$ cat src/rtl/rd_capture_ctrl.sv
// Read-side responder: wait-state generation, ds-strobed capture into a FIFO, address advance.
// Optional RD_CAPTURE_PARITY_EN adds mem_rpar/m_perr with per-entry parity-error storage.
module rd_capture_ctrl #(
   parameter int unsigned AW    = 8,
   parameter int unsigned DW    = 16,
   parameter int unsigned DEPTH = 4,
   parameter int unsigned CW    = 4
) (
   input  logic                      clk,
   input  logic                      rst_n,
   input  logic                      rd,
   input  logic                      ds,
   output logic                      ws,
   input  logic [CW-1:0]             wait_cfg,
   input  logic                      addr_clr,
   output logic [AW-1:0]             mem_addr,
   input  logic [DW-1:0]             mem_rdata,
   output logic [DW-1:0]             m_data,
   output logic                      m_valid,
   input  logic                      m_ready,
   output logic [$clog2(DEPTH):0]    level,
   output logic                      ovf,
`ifdef RD_CAPTURE_PARITY_EN
   output logic                      proto_err,
   input  logic                      mem_rpar,
   output logic                      m_perr
`else
   output logic                      proto_err
`endif
);

   localparam int unsigned PW = $clog2(DEPTH);
   localparam logic [PW:0] FULL_LVL = (PW+1)'(DEPTH);
`ifdef RD_CAPTURE_PARITY_EN
   localparam int unsigned EW = DW + 1;
`else
   localparam int unsigned EW = DW;
`endif

   logic            rd_q;
   logic [CW-1:0]   wcnt;
   logic            armed;
   logic [PW-1:0]   wptr, rptr, rptr_nx;
   logic [PW:0]     count, count_nx;
   logic [EW-1:0]   fifo_mem [DEPTH];
   logic [EW-1:0]   wdata, head_q, head_nx;
   logic            rise, full, pop, push;

`ifdef RD_CAPTURE_PARITY_EN
   assign wdata  = {^mem_rdata ^ mem_rpar, mem_rdata};
   assign m_perr = head_q[DW];
`else
   assign wdata  = mem_rdata;
`endif

   assign rise    = rd & ~rd_q;
   assign full    = (count == FULL_LVL);
   assign m_valid = (count != '0);
   assign pop     = m_valid & m_ready;
   assign push    = ds & armed & (~full | pop);
   assign ws      = (wcnt != '0) | full;
   assign level   = count;
   assign m_data  = head_q[DW-1:0];

   // Head is registered so m_data holds its last word while empty; a word
   // landing at the new read pointer in this cycle bypasses the array.
   always_comb begin
      rptr_nx = pop ? rptr + 1'b1 : rptr;
      case ({push, pop})
         2'b10:   count_nx = count + 1'b1;
         2'b01:   count_nx = count - 1'b1;
         default: count_nx = count;
      endcase
      head_nx = head_q;
      if (push && (rptr_nx == wptr))
         head_nx = wdata;
      else if (count_nx != '0)
         head_nx = fifo_mem[rptr_nx];
   end

   always_ff @(posedge clk) begin
      if (push)
         fifo_mem[wptr] <= wdata;
   end

   always_ff @(posedge clk) begin
      if (!rst_n) begin
         rd_q      <= 1'b0;
         wcnt      <= '0;
         armed     <= 1'b0;
         mem_addr  <= '0;
         wptr      <= '0;
         rptr      <= '0;
         count     <= '0;
         head_q    <= '0;
         ovf       <= 1'b0;
         proto_err <= 1'b0;
      end else begin
         rd_q <= rd;
         if (rise)
            wcnt <= wait_cfg;
         else if (rd && (wcnt != '0))
            wcnt <= wcnt - 1'b1;
         // A new rise re-arms even if the previous read completes in the same cycle.
         if (rise)
            armed <= 1'b1;
         else if (push)
            armed <= 1'b0;
         if (addr_clr)
            mem_addr <= '0;
         else if (push)
            mem_addr <= mem_addr + 1'b1;
         if (push)
            wptr <= wptr + 1'b1;
         rptr   <= rptr_nx;
         count  <= count_nx;
         head_q <= head_nx;
         if (ds && armed && full && !pop)
            ovf <= 1'b1;
         if (ds && !armed)
            proto_err <= 1'b1;
      end
   end

endmodule

$ cat config.mk
export PLATFORM = sky130hd
export DESIGN_NAME = rd_capture_ctrl
export DESIGN_NICKNAME = d
export VERILOG_FILES = /design/src/rtl/rd_capture_ctrl.sv
export SDC_FILE = /design/constraint.sdc
export NUM_CORES = 1
export LEC_CHECK = 0
export CAP_MARGIN = 25
export CORE_UTILIZATION = 38
export CTS_BUF_LIST = sky130_fd_sc_hd__clkbuf_16
export DETAILED_ROUTE_END_ITERATION = 7
export HOLD_SLACK_MARGIN = 0.08
export SLEW_MARGIN = 40
export SYNTH_ARGS = -nofsm -noshare
export SYNTH_HDL_FRONTEND = slang
export SYNTH_SLANG_ARGS = --single-unit
$ cat constraint.sdc
create_clock -name clk -period 3.07 [get_ports clk]
set_input_delay 0.614 -clock clk [delete_from_list [all_inputs] [get_ports clk]]
set_output_delay 0.614 -clock clk [all_outputs]
set_load 0.005 [all_outputs]
== After elaboration in Yosys (flattened, before gate mapping) ==
Memories as Yosys holds them, arrays and structs flattened. A register that Yosys moved wholly into a read port is not among the register bits.
Index checks and enable logic that the tools add are counted.

* Add/sub/neg operators: 6
* Equality and inequality tests: 4
* Mux-type cells: 8
* Bitwise logic cells: 9
* Reductions and logical operators: 16

{| class="wikitable"
|+ Operators with widths
! operator !! count
|-
| $add 8x1->8 const B || 1
|-
| $mux 4 || 2
|-
| $logic_and 1x1->1 || 6
|-
| $pmux 3 s2 || 1
|-
| $reduce_bool 2->1 || 3
|-
| $reduce_bool 3->1 || 2
|-
| $add 2x1->2 const B || 2
|-
| $and 1x1->1 || 4
|-
| $mux 1 || 4
|-
| $reduce_bool 4->1 || 1
|-
| $sub 4x1->4 const B || 1
|-
| $add 3x1->3 const B || 1
|-
| $eq 3x3->1 const B || 1
|-
| $logic_not 1->1 || 3
|-
| $not 1->1 || 3
|-
| $sub 3x1->3 const B || 1
|-
| $eq 2x1->1 const B || 1
|-
| $eq 2x2->1 || 1
|-
| $eq 2x2->1 const B || 1
|-
| $mux 2 || 1
|-
| $or 1x1->1 || 2
|-
| $reduce_or 2->1 || 1
|}

* Bits in registers: 23
* RAM bits: 64
* Input port bits: 26
* Output and inout port bits: 31
* Word-level logic and storage cells: 53
* Memories kept: 1

{| class="wikitable"
|+ Memory list
! memory !! depth !! width !! read ports !! clocked after Yosys merged registers in !! wr ports !! RTL line !! source
|-
| fifo_mem || 4 || 16 || 1 || 1 || 1 || 45 || <nowiki>logic [EW-1:0] fifo_mem [DEPTH];</nowiki>
|}

== Depth between registers and ports, before layout ==
Gate-level depths: netlist (run 1).

* Depth in word-level cells: 8
* Gate-level depth with buffers: 11
* Mapped depth without buffers: 8

== Least setup slack after synthesis (run 1) ==
Ideal clock, no wire load.

* Kind: input -> register
* Start: input port m_ready
* End: register head_q[10], in the netlist m_data[10] (read register of fifo_mem)
* Setup time: 74 ps
* Arrival: 2,676 ps
* Required time: 2,996 ps
* Setup slack: 320 ps
* Stages on the path: 11
* Cell sequence: clkbuf_2 > o31a_1 > buf_6 > nand2_1 > fa_1 > xnor2_1 > a32oi_1 > o211ai_1 > buf_2 > nand2_1 > a31oi_1

* Word-level cells in the longest chain between the ends: 7

{| class="wikitable"
|+ Ends and longest elaborated chain
! element !! RTL line !! source
|-
| start, declared || 20 || <nowiki>input logic m_ready,</nowiki>
|-
| $and 1x1->1 * || 59 || <nowiki>assign pop = m_valid & m_ready;</nowiki>
|-
| $or 1x1->1 || 60 || <nowiki>assign push = ds & armed & (~full | pop);</nowiki>
|-
| $and 1x1->1 || 60 ||
|-
| $eq 2x1->1 / $eq 2x2->1 (equally long branches) || 69 || <nowiki>case ({push, pop})</nowiki>
|-
| $pmux 3 s2 || 69 ||
|-
| $reduce_bool 3->1 || 77 || <nowiki>else if (count_nx != '0)</nowiki>
|-
| $reduce_bool 2->1 (no line) || n/a ||
|-
| end, declared || 46 || <nowiki>logic [EW-1:0] wdata, head_q, head_nx;</nowiki>
|}

Every way passes the cells marked *; elsewhere a longest branch is shown, timed or not.
A chain may end at the register's enable or synchronous reset.

== Final worst setup path (run 1) ==
* Start: input port m_ready
* End: register head_q[3], in the netlist m_data[3] (read register of fifo_mem)

Same word-level chain as after synthesis.

==> results of run 1 <==
flip-flops by register name, indices dropped and copies added (netlist names):
register and count:
fifo_mem 64, m_data 16, mem_addr 8, wcnt 4, level 3, rptr 2, wptr 2, armed 1
ovf 1, proto_err 1, rd_q 1
per-stage QoR:
| stage | utilization (%) | std cells | worst slack, ns |
|---|---|---|---|
| after floorplan | - | 439 | 0.3195 |
| after global placement | 46.07 | 651 | 0.1800 |
| after detailed placement | 46.07 | 651 | 0.07393 |
| after CTS | 48.44 | 667 | 0.4120 |
| after global routing | 48.44 | 667 | 0.2761 |
| final | 48.44 | 667 | 0.3980 |
power by group through the flow:
stage | Sequential [mW] | Clock, mW | Combinational, mW
after floorplan | 1.68 | 0 | 1.26
after global placement | 1.72 | 0 | 1.89
after detailed placement | 1.72 | 0 | 1.93
after CTS | 1.69 | 1.14 | 1.94
after global routing | 1.71 | 1.19 | 2.10
final | 1.70 | 1.11 | 1.92
worst paths after layout:
| check | start | to | slack [ns] | cells past startpoint |
|---|---|---|---|---|
| setup / recovery | m_ready | m_data[3] | 0.40 | 10 |
| hold / removal | m_data[0] | m_data[0] | 0.47 | 2 |
| setup reg to reg | level[0] | m_data[3] | 0.56 | 9 |
| hold reg to reg | m_data[0] | m_data[0] | 0.47 | 2 |
worst reg2reg max path: cells and delay by family, from the launching register on:
family                   cells  cell delay [ns]
AO/OA/AOI/OAI                5             0.98
adder cells (fa/ha/maj)      1             0.49
buffers and inverters        1             0.16
flip-flops                   1             0.53
AND/OR/NAND/NOR              2             0.26
logic make-up (layout without fill, tap and decap cells):
| kind of cell | Yosys count | count (layout) | synth area share [%] |
|---|---|---|---|
| adder cells (fa/ha/maj) | 7 | 7 | 1.979 |
| AND/OR/NAND/NOR | 162 | 162 | 17.86 |
| AO/OA/AOI/OAI | 91 | 91 | 12.40 |
| multiplexers | 17 | 17 | 3.932 |
| XOR/XNOR | 15 | 15 | 3.412 |
| buffers and inverters | 44 | 104 | 4.166 |
| flip-flops | 103 | 103 | 56.25 |
layout by cell type, fill, tap and decap left out, types with 16 or more instances in the layout:
master	n
nand2_1	29
nor3_1	55
o211ai_1	16
clkdlybuf4s50_1	56
a21oi_1	18
edfxtp_1	64
dfxtp_1	39
o21ai_0	19
buf_4	20
a31oi_1	18
layer usage:
metal / up-vias / GRT usage, %
li1: 1735 / -
met1: 1757 / 22.15
met2: 81 / 29.66
met3: 12 / 2.647
met4: 0 / 7.532
met5: - / 0
cell type report:
| cell class | instances | area (um^2) | share of cell area [%] |
|---|---|---|---|
| Tap cell | 168 | 210.2 | 3.568 |
| Timing Repair Buffer | 78 | 750.7 | 12.74 |
| Clock buffer | 9 | 225.2 | 3.823 |
| Multi-Input combinational cell | 292 | 1902 | 32.29 |
| Clock inverter | 7 | 62.56 | 1.062 |
| Sequential cell | 103 | 2703 | 45.88 |
| Inverter | 10 | 37.54 | 0.6372 |
==> results.cfg, run 1 <==
[run_status]
status = complete, no violations

[setup_path]
cp.arrival_ns = 2.94
crit_family = compound AO/OA/AOI/OAI gates
critPathLaunchType = input pin
critPathMaxStageDelay_ns = 0.49
path_class = in2reg
cp_slowest_cell = fa_1
worstPathMaxFanout = 16
crit_buf_inv = 2
path_cells = clkdlybuf4s50_1 > o31a_1 > nand2_1 > fa_1 > nor2b_1 > o2111ai_1 > o211a_1 > buf_12 > o211ai_1 > a31oi_1
worstPathRequired_ns = 3.34
endpoint_kind = flop

[yosys]
yosysTopAreaCellShare_pct = 40.00
yosysWarnings = 0
netlist.top_cell.by_area = edfxtp_1
syn_avg_cell_area_um2 = 10.94
ys_top_cells_by_count = edfxtp_1 (64), nor3_1 (55), dfxtp_1 (39)
async_flop_share_pct = 0
ys_top_cells_by_area = edfxtp_1 (40%), dfxtp_1 (16%), nor3_1 (5.7%)
synth_nets = 472
synth_area_um2 = 4805
synth.distinct_cells = 52
synth-seq-cells = 103
synthMostInstantiatedCell = edfxtp_1
synth_edf_count = 64
synth_ff_type = edfxtp_1
seq_area_frac_synth_pct = 56.25
syn_inst = 439

[sta]
finClkSkew_ns = 0.006445
hold_viol = 0
final_max_slew_viol_count = 0
final.setup.tns_ns = 0
setup_viol = 0
rsz0062_at_grt = false
timing.fmax_mhz = 374.3
period_minus_slack_ns = 2.672
finalCritPeriodShare_pct = 87.04
whs_ns = 0.4741
slew_headroom_pct = 62.80
tightest_slew_ns = 0.5542

[die]
rows = 40
start_util_pct = 39.51
core_um2 = 12160
die_h_um = 114.4
die_w_um = 114.4
die-area_um2 = 13100
io_pins = 57

[power_and_ir_drop]
swShare_pct = 34.37
switchingPower_mw = 1.626
p_total_mw = 4.733
p_int_mw = 3.106
p_per_area_nw_per_um2 = 803.4
irDropWorstVdd_mv = 0.5477
seqPwrFrac_pct = 35.8
clkPwrFrac_pct = 23.5
combPwrFrac_pct = 40.6
p_leak_nw = 1.966

[route]
wl_met1_um = 5140
top_layer_used = met4
wl_per_cell_um = 16.63
vias = 3585
drc = 0
drt_iter0_drc = 154
firstDrtPassIters = 5
antenna_left = 0
wirelength_um = 11100
via_per_inst = 5.375
wl_met3_um = 456
dr_wl_met2_um = 5327

[global_routing]
track_usage_pct = 17.46
antenna_found_initial = 0
grt_overflow = 0
grt_pass1_vias = 3457
grt_pass1_wl_um = 17360
grt_start_max_net_pins = 36

[finish]
area_delta_synth_final_pct = 22.60
final_nets = 527
final_cell_area_um2 = 5891
diodes = 0
num-fill-cells = 1129
drive_above_1_share_pct = 8.818

[clock_tree]
insertion_delay_ns = 0.34
clock_sinks = 103
cts_buffers = 9
path_clk_slew_ns = 0.07
cts_hold_buf = 0
cts-root-buf = clkbuf_16
postCtsSetupRepairBufs = 0
cts_tree = built
cts_buffer_depth = 2
htreeDepth = 3
cts.repair.resized = 0

[place]
dp_hpwl_um = 7048
io_buffers = 56
dpl-instance-area_um2 = 5603
gp_congestion = 0.7794

[flow_run]
drv_cap = 0

[hold_path]
hp-class = reg2reg
Power figures use the tool's default switching activity.
==> inputs of run 2 (changes only) <==
--- a/config.mk
+++ b/config.mk
@@ -6,6 +6,7 @@
 export NUM_CORES = 1
 export LEC_CHECK = 0
 export CAP_MARGIN = 25
+export CORE_MARGIN = 4
 export CORE_UTILIZATION = 38
 export CTS_BUF_LIST = sky130_fd_sc_hd__clkbuf_16
 export DETAILED_ROUTE_END_ITERATION = 7
==> run 2 against run 1 <==
Compared with the run above:
- hold slack is essentially flat
- power shrank 0.16%
- combinational power is essentially flat
- final cell count grew 1.3%
- first-iteration DRC count grew 48%
- non-clock buffer count grew 9
- clock power is essentially flat
- setup slack gained 0.062 ns
- critical path type unchanged
- highest routed layer unchanged
==> results.cfg, run 2 (same netlist as run 1, synthesis figures left out) <==
[run_status]
status = complete, no violations

[global_routing]
grt_pass1_wl_um = 18730
antenna_found_initial = 0
grt_start_max_net_pins = 36
grt_pass1_vias = 3636
track_usage_pct = 16.51
grt_overflow = 0

[clock_tree]
postCtsSetupRepairBufs = 0
cts.repair.resized = 0
insertion_delay_ns = 0.35
htreeDepth = 3
cts_hold_buf = 0
path_clk_slew_ns = 0.06
cts_buffer_depth = 2
cts_buffers = 9
cts_tree = built
cts-root-buf = clkbuf_16
clock_sinks = 103

[setup_path]
cp.arrival_ns = 2.88
worstPathRequired_ns = 3.34
endpoint_kind = flop
path_class = in2reg
worstPathMaxFanout = 16
critPathLaunchType = input pin

[place]
dp_hpwl_um = 7793
gp_congestion = 0.7895
io_buffers = 56

[sta]
setup_viol = 0
rsz0062_at_grt = false
timing.fmax_mhz = 383.2
tightest_slew_ns = 0.7677
period_minus_slack_ns = 2.610
hold_viol = 0
finalCritPeriodShare_pct = 85.01
final_max_slew_viol_count = 0
slew_headroom_pct = 48.51
finClkSkew_ns = 0.008278
final.setup.tns_ns = 0

[power_and_ir_drop]
combPwrFrac_pct = 40.6
p_total_mw = 4.725
irDropWorstVdd_mv = 0.3222
p_int_mw = 3.089
p_leak_nw = 2.017
seqPwrFrac_pct = 36.0
clkPwrFrac_pct = 23.4
p_per_area_nw_per_um2 = 793.5
switchingPower_mw = 1.635
swShare_pct = 34.61

[die]
die-area_um2 = 14510
die_h_um = 120.4
core_um2 = 12210
die_w_um = 120.4
start_util_pct = 39.34
io_pins = 57
rows = 40

[finish]
layout_common_cells = edfxtp_1 (64), clkdlybuf4s50_1 (56), nor3_1 (55), dfxtp_1 (39)
area_delta_synth_final_pct = 23.93
regMostFlops = fifo_mem
final_common_cell = edfxtp_1
drive_above_1_share_pct = 10.83
final_nets = 536
largest_reg_flops = 64
diodes = 0

[route]
via_per_inst = 5.376
drc = 0
wirelength_um = 11450
antenna_left = 0
wl_per_cell_um = 16.94
vias = 3634
drt_iter0_drc = 228
firstDrtPassIters = 5

[hold_path]
hp-class = reg2reg

[flow_run]
drv_cap = 0
==> run 2: worst paths after layout <==
path	slack (ns)	start	cells after the start	endpoint
worst max-delay path	0.46	m_ready	10	m_data[11]
worst min-delay path	0.47	m_data[1]	2	m_data[1]
worst max register to register	0.64	level[0]	9	m_data[11]
worst min register to register	0.47	m_data[1]	2	m_data[1]
==> run 2: power groups by stage <==
stage / combinational, mW / clock [mW] / sequential, mW
3_3_place_gp: 1.88 / 0 / 1.73
2_1_floorplan: 1.26 / 0 / 1.68
4_1_cts: 1.94 / 1.14 / 1.70
3_5_place_dp: 1.94 / 0 / 1.73
5_1_grt: 2.10 / 1.20 / 1.72
6_report: 1.92 / 1.11 / 1.70
==> run 2: layout make-up <==
class                      count  area (um^2)
clock inverter                 7        56.30
sequential                   103         2703
inverter                      10        37.54
tap                          168        210.2
multi-input combinational    292         1904
fill                        1144         6257
clock buffer                   9        225.2
timing repair buffer          87        818.3
==> run 2: per-stage QoR <==
step	hold WS (ns)	setup WS [ns]	instances	instance area [um^2]	util [%]
after floorplan	0.4663	0.3195	439	4805	-
after global routing	0.5092	0.2627	676	5954	48.76
final	0.4743	0.4602	676	5954	48.76
after detailed placement	0.4680	0.1284	660	5670	46.43
after global placement	0.4648	0.2259	660	5670	46.43
after CTS	0.4767	0.4753	676	5952	48.74
==> run 2: per-layer routing <==
metal	share of wire, %	routed length, um	up-vias	global-route usage [%]
met5	0	0	-	0
met1	45	5125	1764	21.74
met3	5.4	616	20	3.461
met2	48	5466	101	26.27
met4	2.1	243	0	7.295
li1	-	-	1749	-
==> run 2: critical path, stage by stage <==
cell             delay (ns)
clkdlybuf4s50_1        0.49
o31a_1                 0.17
nand2_1                0.09
fa_1                   0.42
nor2b_1                0.16
o2111ai_1              0.25
o211a_1                0.24
buf_12                 0.17
o211ai_1               0.10
a31oi_1                0.18
